===== config.mk =====
export PLATFORM = sky130hd
export DESIGN_NAME = pcm_packer_flat
export DESIGN_NICKNAME = d
export VERILOG_FILES = /design/src/rtl/pcm_packer_pkg.sv /design/src/rtl/pcm_packer_if.sv /design/src/rtl/pcm_packer_sat_counter.sv /design/src/rtl/pcm_packer.sv /design/src/flat_wrapper.sv
export SDC_FILE = /design/constraint.sdc
export NUM_CORES = 1
export LEC_CHECK = 0
export ABC_AREA = 1
export BUFFER_PORTS_ARGS = -buffer_cell sky130_fd_sc_hd__buf_4
export CORE_ASPECT_RATIO = 0.8
export CORE_MARGIN = 3
export CORE_UTILIZATION = 40
export CTS_BUF_LIST = sky130_fd_sc_hd__clkbuf_4 sky130_fd_sc_hd__clkbuf_8
export DETAILED_ROUTE_END_ITERATION = 6
export SKIP_LAST_GASP = 1
export SLEW_MARGIN = 10
export SYNTH_ARGS = -nofsm -noshare
export SYNTH_HDL_FRONTEND = slang
export SYNTH_SLANG_ARGS = --single-unit

===== constraint.sdc =====
create_clock -name clk -period 11.65 [get_ports clk]
set_input_delay 1.165 -clock clk [delete_from_list [all_inputs] [get_ports clk]]
set_output_delay 1.165 -clock clk [all_outputs]
set_load 0.02 [all_outputs]

===== src/rtl/pcm_packer_pkg.sv =====
`default_nettype none
// +----------------------------------------------------------------------------+
// | Module   : pcm_packer_pkg                                                  |
// | Purpose  : Shared constants and FSM state encoding for the PCM packer:     |
// |            header length, default channel/frame counts, BRAM address       |
// |            width and the packer state set.                                 |
// | Ports    : none (package)                                                  |
// | Revision : 1.0 - initial release                                           |
// +----------------------------------------------------------------------------+
package pcm_packer_pkg;

  localparam int HDR_LEN_DEF = 14;  // bytes reserved for the Ethernet header
  localparam int NCHAN_DEF   = 16;
  localparam int NFRAMES_DEF = 16;
  localparam int ADDR_W      = 10;  // BRAM byte address width

  // Packer state set
  typedef logic [2:0] state_t;
  localparam state_t ST_IDLE       = 3'd0;
  localparam state_t ST_SEQ_LO     = 3'd1;
  localparam state_t ST_SEQ_HI     = 3'd2;
  localparam state_t ST_SAMPLE_LO  = 3'd3;
  localparam state_t ST_SAMPLE_HI  = 3'd4;
  localparam state_t ST_FRAME_DONE = 3'd5;
  localparam state_t ST_START      = 3'd6;
  localparam state_t ST_WAIT_TX    = 3'd7;

endpackage
`default_nettype wire


===== src/rtl/pcm_packer_if.sv =====
`default_nettype none
// +----------------------------------------------------------------------------+
// | Module   : pcm_packer_if                                                   |
// | Purpose  : Bundles the PCM input, BRAM write port, transmitter handshake   |
// |            and status outputs of the packer.                               |
// | Ports    : master - packer side (drives BRAM writes, eth_start, status)    |
// |            slave  - environment side (drives PCM frames and eth_busy)      |
// | Revision : 1.0 - initial release                                           |
// +----------------------------------------------------------------------------+
interface pcm_packer_if
  import pcm_packer_pkg::*;
#(
  parameter int NCHAN = NCHAN_DEF
) ();

  logic                  pcm_stb;
  logic [16*NCHAN-1:0]   pcm_data;
  logic                  wr_en;
  logic [ADDR_W-1:0]     wr_addr;
  logic [7:0]            wr_data;
  logic                  eth_start;
  logic                  eth_busy;
  logic [15:0]           overrun_cnt;
  logic [15:0]           seq;

  modport master (
    input  pcm_stb, pcm_data, eth_busy,
    output wr_en, wr_addr, wr_data, eth_start, overrun_cnt, seq
  );

  modport slave (
    output pcm_stb, pcm_data, eth_busy,
    input  wr_en, wr_addr, wr_data, eth_start, overrun_cnt, seq
  );

endinterface
`default_nettype wire


===== src/rtl/pcm_packer_sat_counter.sv =====
`default_nettype none
// +----------------------------------------------------------------------------+
// | Module   : sat_counter                                                     |
// | Purpose  : Up-counter that sticks at its all-ones value.                   |
// | Ports    : clk, rst (async, active-high), inc - count enable,              |
// |            count - current value                                           |
// | Revision : 1.0 - initial release                                           |
// +----------------------------------------------------------------------------+
module sat_counter #(
  parameter int WIDTH = 16
) (
  input  logic             clk,
  input  logic             rst,
  input  logic             inc,
  output logic [WIDTH-1:0] count
);

  logic [WIDTH-1:0] r_count;

  always_ff @(posedge clk or posedge rst) begin
    if (rst) begin
      r_count <= '0;
    end else if (inc && (r_count != {WIDTH{1'b1}})) begin
      r_count <= r_count + 1'b1;
    end
  end

  assign count = r_count;

endmodule
`default_nettype wire


===== src/rtl/pcm_packer.sv =====
`default_nettype none
// +----------------------------------------------------------------------------+
// | Module   : pcm_packer                                                      |
// | Purpose  : Packs NFRAMES snapshots of NCHAN 16-bit PCM samples into BRAM   |
// |            after a 2-byte sequence number (past the Ethernet header) and   |
// |            kicks the transmitter once a packet is complete.                |
// | Ports    : clk, rst (async, active-high)                                   |
// |            bus (master) - pcm_stb/pcm_data in, BRAM write port out,        |
// |            eth_start out / eth_busy in, overrun_cnt and seq status out     |
// | Revision : 1.0 - initial release                                           |
// +----------------------------------------------------------------------------+
module pcm_packer
  import pcm_packer_pkg::*;
#(
  parameter int NCHAN   = NCHAN_DEF,
  parameter int NFRAMES = NFRAMES_DEF,
  parameter int HDR_LEN = HDR_LEN_DEF
) (
  input  logic          clk,
  input  logic          rst,
  pcm_packer_if.master  bus
);

  localparam int CH_W = (NCHAN > 1) ? $clog2(NCHAN) : 1;
  localparam int FR_W = $clog2(NFRAMES + 1);
  localparam logic [CH_W-1:0]   LAST_CH  = CH_W'(NCHAN - 1);
  localparam logic [FR_W-1:0]   FULL_CNT = FR_W'(NFRAMES);
  localparam logic [ADDR_W-1:0] HDR_ADDR = ADDR_W'(HDR_LEN);

  state_t              r_state;
  logic [16*NCHAN-1:0] r_frame;      // snapshot; all BRAM sample bytes come from here
  logic [CH_W-1:0]     r_ch;
  logic [FR_W-1:0]     r_frames;     // frames already written into this packet
  logic [ADDR_W-1:0]   r_addr;
  logic [15:0]         r_seq;
  logic                r_busy_seen;  // eth_busy observed high while in WAIT_TX

  logic                w_wr;
  logic                w_drop;
  logic [15:0]         w_sample;
  logic [7:0]          w_byte;

  assign w_wr = (r_state == ST_SEQ_LO)    || (r_state == ST_SEQ_HI) ||
                (r_state == ST_SAMPLE_LO) || (r_state == ST_SAMPLE_HI);

  // Only IDLE takes a frame; WAIT_TX still owns the BRAM, so a strobe there
  // is lost just like one arriving mid-packing.
  assign w_drop = bus.pcm_stb && (r_state != ST_IDLE);

  // Byte-select mux: current channel, low byte first.
  assign w_sample = r_frame[int'(r_ch)*16 +: 16];

  always_comb begin
    w_byte = 8'h00;
    case (r_state)
      ST_SEQ_LO:    w_byte = r_seq[7:0];
      ST_SEQ_HI:    w_byte = r_seq[15:8];
      ST_SAMPLE_LO: w_byte = w_sample[7:0];
      ST_SAMPLE_HI: w_byte = w_sample[15:8];
      default:      w_byte = 8'h00;
    endcase
  end

  always_ff @(posedge clk or posedge rst) begin
    if (rst) begin
      r_state     <= ST_IDLE;
      r_frame     <= '0;
      r_ch        <= '0;
      r_frames    <= '0;
      r_addr      <= HDR_ADDR;
      r_seq       <= '0;
      r_busy_seen <= 1'b0;
    end else begin
      if (w_wr) begin
        r_addr <= r_addr + 1'b1;
      end
      case (r_state)
        ST_IDLE: begin
          if (bus.pcm_stb) begin
            r_frame <= bus.pcm_data;
            r_ch    <= '0;
            // Sequence bytes lead only the first frame of a packet.
            r_state <= (r_frames == '0) ? ST_SEQ_LO : ST_SAMPLE_LO;
          end
        end
        ST_SEQ_LO:    r_state <= ST_SEQ_HI;
        ST_SEQ_HI:    r_state <= ST_SAMPLE_LO;
        ST_SAMPLE_LO: r_state <= ST_SAMPLE_HI;
        ST_SAMPLE_HI: begin
          if (r_ch == LAST_CH) begin
            r_frames <= r_frames + 1'b1;
            r_state  <= ST_FRAME_DONE;
          end else begin
            r_ch    <= r_ch + 1'b1;
            r_state <= ST_SAMPLE_LO;
          end
        end
        ST_FRAME_DONE: r_state <= (r_frames == FULL_CNT) ? ST_START : ST_IDLE;
        ST_START: begin
          r_frames    <= '0;
          r_addr      <= HDR_ADDR;
          r_busy_seen <= 1'b0;
          r_state     <= ST_WAIT_TX;
        end
        ST_WAIT_TX: begin
          // Release the BRAM only after a full busy high-then-low cycle.
          if (bus.eth_busy) begin
            r_busy_seen <= 1'b1;
          end else if (r_busy_seen) begin
            r_busy_seen <= 1'b0;
            r_seq       <= r_seq + 16'd1;
            r_state     <= ST_IDLE;
          end
        end
        default: r_state <= ST_IDLE;
      endcase
    end
  end

  sat_counter #(
    .WIDTH (16)
  ) u_overrun (
    .clk   (clk),
    .rst   (rst),
    .inc   (w_drop),
    .count (bus.overrun_cnt)
  );

  assign bus.wr_en     = w_wr;
  assign bus.wr_addr   = r_addr;
  assign bus.wr_data   = w_byte;
  assign bus.eth_start = (r_state == ST_START);
  assign bus.seq       = r_seq;

endmodule
`default_nettype wire


===== src/flat_wrapper.sv =====
// flat-port wrapper written by rule: the top's interface ports become plain ports
module pcm_packer_flat import pcm_packer_pkg::*;
#(
  parameter int NCHAN   = NCHAN_DEF,
  parameter int NFRAMES = NFRAMES_DEF,
  parameter int HDR_LEN = HDR_LEN_DEF
)
  (clk, rst, bus_pcm_stb, bus_pcm_data, bus_eth_busy, bus_wr_en, bus_wr_addr, bus_wr_data, bus_eth_start, bus_overrun_cnt, bus_seq);
  pcm_packer_if #(.NCHAN(NCHAN)) bus_i ();
  input  logic clk;
  input  logic rst;
  input wire logic [$bits(bus_i.pcm_stb)-1:0] bus_pcm_stb;
  input wire logic [$bits(bus_i.pcm_data)-1:0] bus_pcm_data;
  input wire logic [$bits(bus_i.eth_busy)-1:0] bus_eth_busy;
  output wire logic [$bits(bus_i.wr_en)-1:0] bus_wr_en;
  output wire logic [$bits(bus_i.wr_addr)-1:0] bus_wr_addr;
  output wire logic [$bits(bus_i.wr_data)-1:0] bus_wr_data;
  output wire logic [$bits(bus_i.eth_start)-1:0] bus_eth_start;
  output wire logic [$bits(bus_i.overrun_cnt)-1:0] bus_overrun_cnt;
  output wire logic [$bits(bus_i.seq)-1:0] bus_seq;
  assign bus_i.pcm_stb = bus_pcm_stb;
  assign bus_i.pcm_data = bus_pcm_data;
  assign bus_i.eth_busy = bus_eth_busy;
  assign bus_wr_en = bus_i.wr_en;
  assign bus_wr_addr = bus_i.wr_addr;
  assign bus_wr_data = bus_i.wr_data;
  assign bus_eth_start = bus_i.eth_start;
  assign bus_overrun_cnt = bus_i.overrun_cnt;
  assign bus_seq = bus_i.seq;
  pcm_packer #(.NCHAN(NCHAN), .NFRAMES(NFRAMES), .HDR_LEN(HDR_LEN)) u_core (.clk(clk), .rst(rst), .bus(bus_i));
endmodule

==> flow_metrics.py, run 1 <==
metrics = {
    "layout": {
        "layout.cells.non_filler": 2866,
        "fillCellCount": 3858,
        "diodes": 0,
        "areaGrowthSynthToFinish_pct": 23.2,
        "layout.nets": 2598,
        "final_common_cell": "nand2_1",
        "drive_gt1_frac": 0.189,
        "layout_common_cells": "nand2_1, buf_4, inv_1",
    },
    "power": {
        "powerDensity_nw_per_um2": 247,
        "ir_worst_vdd_v": 0.000110,
        "power.leakage_nw": 9.71,
    },
    "setup_path": {
        "crit_top_cell": "nand3_1",
        "reg2reg_depth": 6,
        "crit_arrival_ps": 3670,
        "cp_max_fo": 82,
        "crit_family": "buffers and inverters",
        "worstSetupStartpointType": "register",
        "regToRegStartpoint": "u_core.r_state[2]$_DFFE_PP0P_",
        "critPathMaxStageDelay_ps": 770,
        "worstPathBufferInverterCount": 3,
        "reg2reg_slack_ps": 8400,
        "reg2reg_to": "u_core.r_frame[148]$_DFFE_PP0P_",
        "crit_required_ps": 10490,
        "cp-end-kind": "primary output",
        "worstSetupPathType": "reg -> out",
        "cp_slowest_cell": "buf_4",
        "path_cells": "inv_4, buf_4, nand2_1, nand3_1, nand3_1, nand3_1, nand2_1, nand2_1, nand3_1, buf_4",
    },
    "job": {
        "cap_viol_max_count": 0,
    },
    "outcome": {
        "outcome": "finished clean",
    },
    "grt": {
        "grt_max_degree": 207,
        "grt_pass1_wl_um": 81000,
        "grt_use_total": 0.254,
        "overflow": 0,
        "grt_pass1_vias": 14100,
        "antenna_found_initial": 0,
    },
    "logic_synthesis": {
        "yosysWarnings": 0,
        "synth_fp_nets": 2333,
        "syn_avg_cell_area_um2": 7.54,
        "synth_area_um2": 15600,
        "synth_cell_types": 35,
        "yosysSeqAreaShare": 0.499,
        "synth_seq_cells": 311,
        "synthCells": 2067,
    },
    "cts": {
        "cts.sinks": 311,
        "cts_resized": 0,
        "cts_setup_buffers": 0,
        "path_clk_slew_ps": 60,
        "clkLatencyLatePin_ps": 600,
        "cts_buffers": 53,
        "cts_tree": "yes",
        "holdBufCountCts": 0,
        "cts-root-buf": "clkbuf_8",
        "htreeDepth": 2,
        "cts_buffer_depth": 3,
    },
    "floorplan": {
        "fp.dieW_um": 227,
        "placementRows": 64,
        "die-area_um2": 41400,
        "start_util": 0.407,
        "coreArea_um2": 38400,
        "die_y_um": 183,
        "design.portCount": 312,
    },
    "sta": {
        "fin_skew_ps": 26.0,
        "slew_headroom": 0.334,
        "rsz0062_at_grt": "no",
        "hold_viol": 0,
        "final_max_slew_viol_count": 0,
        "max_freq_ghz": 0.207,
        "setup_viol_count_final": 0,
        "min_period_over_period": 0.415,
        "worst_pin_slew_ps": 999,
        "fin_crit_ps": 4840,
        "finalSetupTns_ps": 0,
    },
    "placed_design": {
        "place.gp.congestion": 0.878,
        "place_inst": 2772,
        "io_buffers": 311,
        "hpwl_um": 38100,
    },
    "routing": {
        "drt_iter0_markers": 1303,
        "drtPass1Iterations": 5,
        "route.detailed.drc": 0,
        "vias_per_cell": 5.02,
        "ant_nets": 0,
        "vias": 14400,
        "wl_per_cell_um": 18.5,
        "finalWirelength_um": 52900,
    },
    "hold_path": {
        "min_path_type": "reg -> reg",
        "min_delay_worst_endpoint": "u_core.r_frame[109]$_DFFE_PP0P_",
        "whs_path_depth": 2,
        "hold_start": "u_core.r_frame[109]$_DFFE_PP0P_",
    },
}
==> final cells by class <==
cell class	instances	area [µm²]	area share
timing repair buffer	324	2430	0.127
multi-input combinational	1326	6020	0.314
sequential	311	7790	0.406
clock inverter	6	33.8	0.00176
clock buffer	88	1100	0.0572
tap	495	619	0.0322
inverter	316	1210	0.0629
==> per-stage QoR <==
step	hold slack [ps]	power, mW	setup slack, ps	utilization	instance area, µm²
after floorplan	449	3.07	1890	-	15600
after global placement	468	3.66	7460	0.471	18100
after detailed placement	466	3.70	7450	0.471	18100
after CTS	482	4.76	6780	0.501	19200
after global routing	500	5.13	6540	0.501	19200
final	481	4.75	6810	0.501	19200
==> kinds of logic after synthesis <==
logic type	Yosys count	synth area share
AOI/OAI and AO/OA	297	0.0974
xor gates and xnor gates	26	0.0146
adders and majority gates	6	0.00481
buffers and inverters	430	0.114
DFF	311	0.499
and+or+nand+nor	997	0.269
==> where the power goes <==
| group | internal [mW] | switching (mW) |
|---|---|---|
| registers | 1.56 | 0.203 |
| clock network | 0.592 | 0.448 |
| logic | 0.626 | 1.32 |
==> worst min-delay path: cells and delay by family, from the launching register on <==
kind	cells	cell delay (ps)
flip-flops	1	340
AND/OR/NAND/NOR	2	100
==> registers in the layout (all words and copies together) (netlist names) <==
name and flops:
u_core.u_overrun.count 16, u_core.r_state 3, u_core.bus.seq 16, u_core.bus.wr_addr 10
u_core.r_frames 5, u_core.r_busy_seen 1, u_core.r_ch 4, u_core.r_frame 256
==> worst max-delay path by stage <==
stage                               startpoint                            end  slack, ps  cells after the start
floorplan                                  rst  u_core.bus.seq[0]$_DFFE_PP0P_       1890                      1
global placement    u_core.r_ch[0]$_DFFE_PP0P_                 bus_wr_data[7]       7460                     10
detailed placement  u_core.r_ch[0]$_DFFE_PP0P_                 bus_wr_data[4]       7450                     10
CTS                 u_core.r_ch[0]$_DFFE_PP0P_                 bus_wr_data[4]       6780                     10
global route        u_core.r_ch[0]$_DFFE_PP0P_                 bus_wr_data[4]       6540                     10
finish              u_core.r_ch[0]$_DFFE_PP0P_                 bus_wr_data[7]       6810                     10
==> per-layer routing <==
layer  GRT usage  up-vias  wire length [µm]
met1       0.379     6811             24800
met2       0.368      479             22700
met5           0        -                 0
met3      0.0523      106              3690
li1            -     6988                 -
met4      0.0823        0              1730
==> cells in the mapped netlist (all sizes together) <==
master	count	share of area
clkinv	2	0.00048
and2	1	0.00040
nor3b	1	0.00048
ha	6	0.0048
clkbuf	30	0.0072
nand2	665	0.16
o22ai	7	0.0028
nand3b	1	0.00048
xor2	21	0.012
buf	84	0.031
nor2	41	0.011
nor3	22	0.0084
nand4	10	0.0040
inv	314	0.076
o21ai	273	0.088
o211ai	8	0.0039
xnor2	5	0.0028
dfstp	3	0.0051
o32ai	1	0.00056
nand3	256	0.083
a21oi	8	0.0026
dfrtp	308	0.49
Note: power is estimated with default switching activity, not from simulation.
==> inputs of run 2 (changes only) <==
clock period = 4.8 ns   (was 11.65 ns; I/O delays follow)
==> run 2 against run 1 <==
  * Sequential power is 140% higher
  * Clock skew is 13 ps lower
  * Clock power grew 150%
  * Sequential cell count unchanged
  * Wire length decreased by 0.64%
  * Power rose by 150%
  * Die area unchanged
  * Setup slack lost 6100 ps
  * Hold slack worse by 390 ps
  * Register-to-register slack got worse by 6700 ps
==> flow_metrics.py, run 2 (synthesized netlist as in run 1, its figures left out) <==
metrics = {
    "routing": {
        "ant_nets": 0,
        "vias_per_cell": 5.03,
        "finalWirelength_um": 52600,
        "vias": 14400,
        "drtPass1Iterations": 5,
        "route.detailed.drc": 0,
        "drt_iter0_markers": 1335,
        "wl_per_cell_um": 18.3,
    },
    "cts": {
        "path_clk_slew_ps": 60,
        "cts_setup_buffers": 0,
        "cts-root-buf": "clkbuf_8",
        "htreeDepth": 2,
        "cts_tree": "yes",
        "clkLatencyLatePin_ps": 600,
        "cts_buffers": 54,
        "holdBufCountCts": 1,
        "cts_resized": 0,
        "cts.sinks": 311,
        "cts_buffer_depth": 3,
    },
    "setup_path": {
        "worstSetupPathType": "reg -> out",
        "cp_slowest_cell": "inv_4",
        "crit_arrival_ps": 3610,
        "worstSetupStartpointType": "register",
        "cp_max_fo": 104,
        "path_cells": "inv_4, buf_4, nand2_1, nand3_1, nand3_1, nand3_1, nand2_1, nand2_1, nand3_1, buf_4",
        "crit_top_cell": "nand3_1",
        "cp-end-kind": "primary output",
        "worstPathBufferInverterCount": 3,
        "crit_family": "buffers and inverters",
        "critPathMaxStageDelay_ps": 940,
        "cp.depth": 10,
        "reg2reg_depth": 8,
        "crit_required_ps": 4320,
    },
    "floorplan": {
        "die-area_um2": 41400,
        "design.portCount": 312,
        "coreArea_um2": 38400,
        "fp.dieW_um": 227,
        "start_util": 0.407,
        "die_y_um": 183,
        "placementRows": 64,
    },
    "layout": {
        "layout_common_cells": "nand2_1, buf_4, inv_1",
        "final_util": 0.503,
        "largest_reg_flops": 256,
        "areaGrowthSynthToFinish_pct": 23.6,
        "layout.nets": 2598,
        "diodes": 0,
        "regMostFlops": "u_core.r_frame",
        "final_common_cell": "nand2_1",
        "drive_gt1_frac": 0.189,
    },
    "grt": {
        "grt_pass1_wl_um": 80300,
        "antenna_found_initial": 0,
        "overflow": 0,
        "grt_pass1_vias": 14000,
        "grt_use_total": 0.251,
        "grt_max_degree": 198,
    },
    "power": {
        "powerDensity_nw_per_um2": 603,
        "ir_worst_vdd_v": 0.000301,
        "power.leakage_nw": 9.72,
    },
    "sta": {
        "setup_viol_count_final": 0,
        "final_max_slew_viol_count": 0,
        "slew_headroom": 0.204,
        "fin_crit_ps": 4090,
        "setup_ws_ps": 709,
        "max_freq_ghz": 0.244,
        "fin_skew_ps": 12.6,
        "hold_viol": 0,
        "rsz0062_at_grt": "no",
        "min_period_over_period": 0.852,
        "worst_pin_slew_ps": 1190,
        "finalSetupTns_ps": 0,
    },
    "placed_design": {
        "io_buffers": 311,
        "hpwl_um": 37900,
        "post-place-ws_ps": 1360,
        "place.gp.congestion": 0.924,
    },
    "hold_path": {
        "min_path_type": "in -> reg",
        "whs_path_depth": 3,
    },
    "outcome": {
        "outcome": "finished clean",
    },
    "job": {
        "cap_viol_max_count": 0,
    },
}
[run 2: cell count changes in the layout (fill, tap and decap cells not counted)]
cell           previous run  this run
buf_12                    0         5
buf_4                   324       317
clkbuf_8                 70        71
clkinv_2                  5         6
clkinv_4                  1         0
clkinvlp_4                0         2
dlygate4sd3_1             0         1
inv_8                     1         0
[run 2: path summary, 6_finish.rpt]
path                                                  from                              end  slack (ps)
max                             u_core.r_ch[0]$_DFFE_PP0P_                   bus_wr_data[5]         710
min                                       bus_pcm_data[41]   u_core.r_frame[41]$_DFFE_PP0P_          90
max reg2reg                     u_core.r_ch[0]$_DFFE_PP0P_       u_core.r_ch[3]$_DFFE_PP0P_        1680
min reg2reg                u_core.r_frame[104]$_DFFE_PP0P_  u_core.r_frame[104]$_DFFE_PP0P_         480
max in group asynchronous                              rst   u_core.r_frame[67]$_DFFE_PP0P_        3210
min in group asynchronous                              rst  u_core.r_frame[159]$_DFFE_PP0P_         560
[run 2: cell type report]
type                    instances  area (µm²)
clock buffers                  89        1110
clock inverters                 7        37.5
fillers                      3780       19100
inverters                     316        1200
multi-input cells            1326        6020
flip-flops and latches        311        7790
well taps                     495         619
repair buffers                323        2490
[run 2: power breakdown]
group / internal [mW] / leakage (nW) / switching, mW
clock: 1.45 / 0.617 / 1.11
sequential: 3.78 / 3.84 / 0.504
combinational: 1.53 / 5.26 / 3.26
total: 6.76 / 9.72 / 4.87
[run 2: per-stage QoR]
step / hold slack [ps] / instance area, µm² / power [mW] / std cells
final: 93.4 / 19300 / 11.6 / 2867
after global routing: 69.4 / 19300 / 12.5 / 2867
after CTS: 49.0 / 19300 / 11.7 / 2867
after detailed placement: 466 / 18100 / 9.08 / 2770
after global placement: 466 / 18100 / 9.00 / 2770
after floorplan: 449 / 15600 / 7.45 / 2067
[run 2: routing by layer]
metal,track usage,share of wire
met1,0.380,0.48
met2,0.374,0.44
met3,0.0415,0.065
met4,0.0621,0.021
met5,0,0
[run 2: tightest hold or removal path, cell delays in order]
cell and delay, ps:
buf_4 70, nand2_1 40, o21ai_0 60
==> inputs of run 3 (changes only) <==
SYNTH_HIERARCHICAL = 1   (was not set)
==> run 3 against run 2 <==
  * Register-to-register slack improved by 160 ps
  * Utilization about the same
  * Final area rose by 1.3%
  * Non-clock buffer count grew 4
  * First-iteration DRC count grew 3.4%
  * Count of clock-buffer cells in the layout is 2 lower
  * Sequential cell count is the same
  * Largest power group unchanged
==> flow_metrics.py, run 3 <==
metrics = {
    "setup_path": {
        "worstSetupStartpointType": "register",
        "cp-end-kind": "primary output",
        "crit_required_ps": 4320,
        "reg2reg_depth": 7,
        "cp_max_fo": 88,
        "reg2reg_to": "u_core/r_frame[156]$_DFFE_PP0P_",
        "reg2reg_slack_ps": 1840,
        "crit_arrival_ps": 3530,
        "regToRegStartpoint": "u_core/r_state[0]$_DFFE_PP0P_",
        "worstSetupPathType": "reg -> out",
    },
    "layout": {
        "final_common_cell": "nand2_1",
        "largest_reg_flops": 256,
        "multi_input_area_um2": 6190,
        "drive_gt1_frac": 0.192,
        "areaGrowthSynthToFinish_pct": 22.3,
        "diodes": 0,
        "final_util": 0.503,
        "layout_common_cells": "nand2_1, buf_4, inv_1",
        "regMostFlops": "u_core/r_frame",
        "fillCellCount": 3893,
        "seq_area_um2": 7790,
        "layout.nets": 2664,
    },
    "cts": {
        "cts_buffers": 53,
        "cts_buffer_depth": 3,
        "cts_setup_buffers": 0,
        "cts_tree": "yes",
        "cts.sinks": 311,
        "clkLatencyLatePin_ps": 590,
        "cts-root-buf": "clkbuf_8",
        "htreeDepth": 2,
        "cts_resized": 0,
        "holdBufCountCts": 1,
        "path_clk_slew_ps": 60,
    },
    "grt": {
        "grt_max_degree": 195,
        "grt_use_total": 0.244,
        "grt_pass1_wl_um": 81100,
        "overflow": 0,
        "grt_pass1_vias": 14600,
        "antenna_found_initial": 0,
    },
    "logic_synthesis": {
        "synth_seq_cells": 311,
        "synth_top_area_frac": 0.483,
        "yosysMostFrequentCell": "nand2_1",
        "yosys-top-cells-count": "nand2_1, inv_1, dfrtp_1, nand3_1, o21ai_0",
        "synth_cell_types": 39,
        "yosys-top-cells-area": "dfrtp_1, nand2_1, inv_1",
        "yosysSeqAreaShare": 0.488,
        "syn_avg_cell_area_um2": 7.51,
        "yosysWarnings": 6,
        "synth_area_um2": 16000,
        "synth_fp_nets": 2392,
        "synth_top_flop_cell": "dfrtp_1",
        "synth_top_area_cell": "dfrtp_1",
        "synth_enable_flop_cells": 0,
        "synthCells": 2126,
        "ys_async_sr_fraction": 1.00,
    },
    "placed_design": {
        "place.gp.congestion": 0.908,
        "hpwl_um": 38100,
        "io_buffers": 311,
    },
    "sta": {
        "setup_viol_count_final": 0,
        "slew_headroom": 0.293,
        "hold_viol": 0,
        "rsz0062_at_grt": "no",
        "worst_pin_slew_ps": 1060,
        "max_freq_ghz": 0.249,
        "min_period_over_period": 0.836,
        "fin_skew_ps": 32.3,
        "fin_crit_ps": 4010,
        "finalSetupTns_ps": 0,
        "final_max_slew_viol_count": 0,
    },
    "floorplan": {
        "fp.dieW_um": 229,
        "placementRows": 64,
        "die-area_um2": 42400,
        "start_util": 0.411,
        "design.portCount": 312,
        "die_y_um": 185,
        "coreArea_um2": 38800,
    },
    "hold_path": {
        "min_delay_worst_endpoint": "u_core/r_frame[2]$_DFFE_PP0P_",
        "min_path_type": "in -> reg",
        "hold_start": "bus_pcm_data[2]",
        "whs_path_depth": 3,
    },
    "routing": {
        "wl_per_cell_um": 17.7,
        "vias": 14600,
        "vias_per_cell": 4.93,
        "finalWirelength_um": 52400,
        "drtPass1Iterations": 6,
        "drt_iter0_markers": 1381,
        "route.detailed.drc": 0,
        "ant_nets": 0,
    },
    "outcome": {
        "outcome": "finished clean",
    },
    "power": {
        "powerDensity_nw_per_um2": 594,
        "power.leakage_nw": 9.96,
        "ir_worst_vdd_v": 0.000291,
    },
    "job": {
        "cap_viol_max_count": 0,
    },
}
[run 3: cell types whose count changed after synthesis, sizes merged, moves of 6 or more]
cell / delta
nand2: +91
nand3: -48
inv: +16
clkbuf: -9
nor3: -9
o21ai: +7
xor2: -6
[run 3: layout make-up]
cell class	count	share of cell area
flip-flops and latches	311	0.399
multi-input cells	1372	0.317
repair buffers	327	0.128
inverters	333	0.0651
clock buffers	87	0.0540
well taps	528	0.0338
clock inverters	6	0.00314
[run 3: power breakdown]
part	internal (mW)	leakage (nW)	switching, mW
registers	3.78	3.84	0.506
clock network	1.43	0.596	1.08
logic	1.55	5.52	3.25
total	6.76	9.96	4.84
[run 3: logic make-up after synthesis]
logic type	count (synthesis)	synth area share
xor+xnor	17	0.00933
flops	311	0.488
fa+ha+maj	6	0.00470
buf+inv	443	0.125
simple gates	1042	0.274
compound gates	307	0.0995
[run 3: routing by layer]
layer  wire length, µm  vias up  track usage
li1                  -     7136            -
met1             24700     6940        0.353
met2             22800      459        0.369
met3              3800       63       0.0586
met4              1150        0       0.0630
met5                 0        -            0
[run 3: per-stage QoR]
stage               power (mW)  instances  instance area, µm²  hold WS (ps)  setup WS (ps)
finish                    11.6       2964               19500          97.8            787
global route              12.5       2964               19500          65.5            504
CTS                       11.7       2964               19500          48.2            715
detailed placement        9.09       2870               18400           467           1380
global placement          9.04       2870               18400           465           1340
floorplan                 7.57       2126               16000           394            405
[run 3: worst max path at each step]
stage                                     from                       endpoint  slack (ps)
floorplan                                  rst  u_core/bus.seq[0]$_DFFE_PP0P_         410
global placement    u_core/r_ch[0]$_DFFE_PP0P_                 bus_wr_data[5]        1340
detailed placement  u_core/r_ch[0]$_DFFE_PP0P_                 bus_wr_data[5]        1380
CTS                 u_core/r_ch[0]$_DFFE_PP0P_                 bus_wr_data[5]         720
global route        u_core/r_ch[0]$_DFFE_PP0P_                 bus_wr_data[5]         500
finish              u_core/r_ch[0]$_DFFE_PP0P_                 bus_wr_data[5]         790
[run 3: critical path, cell delays in order, from the launching register on]
cell	delay, ps
dfrtp_4	830
buf_4	810
nand2_1	130
nand3_1	130
nand2_1	120
nand2_1	120
nand2_1	70
inv_1	90
nand2_1	80
nand2_1	60
nand3_1	190
buf_4	220
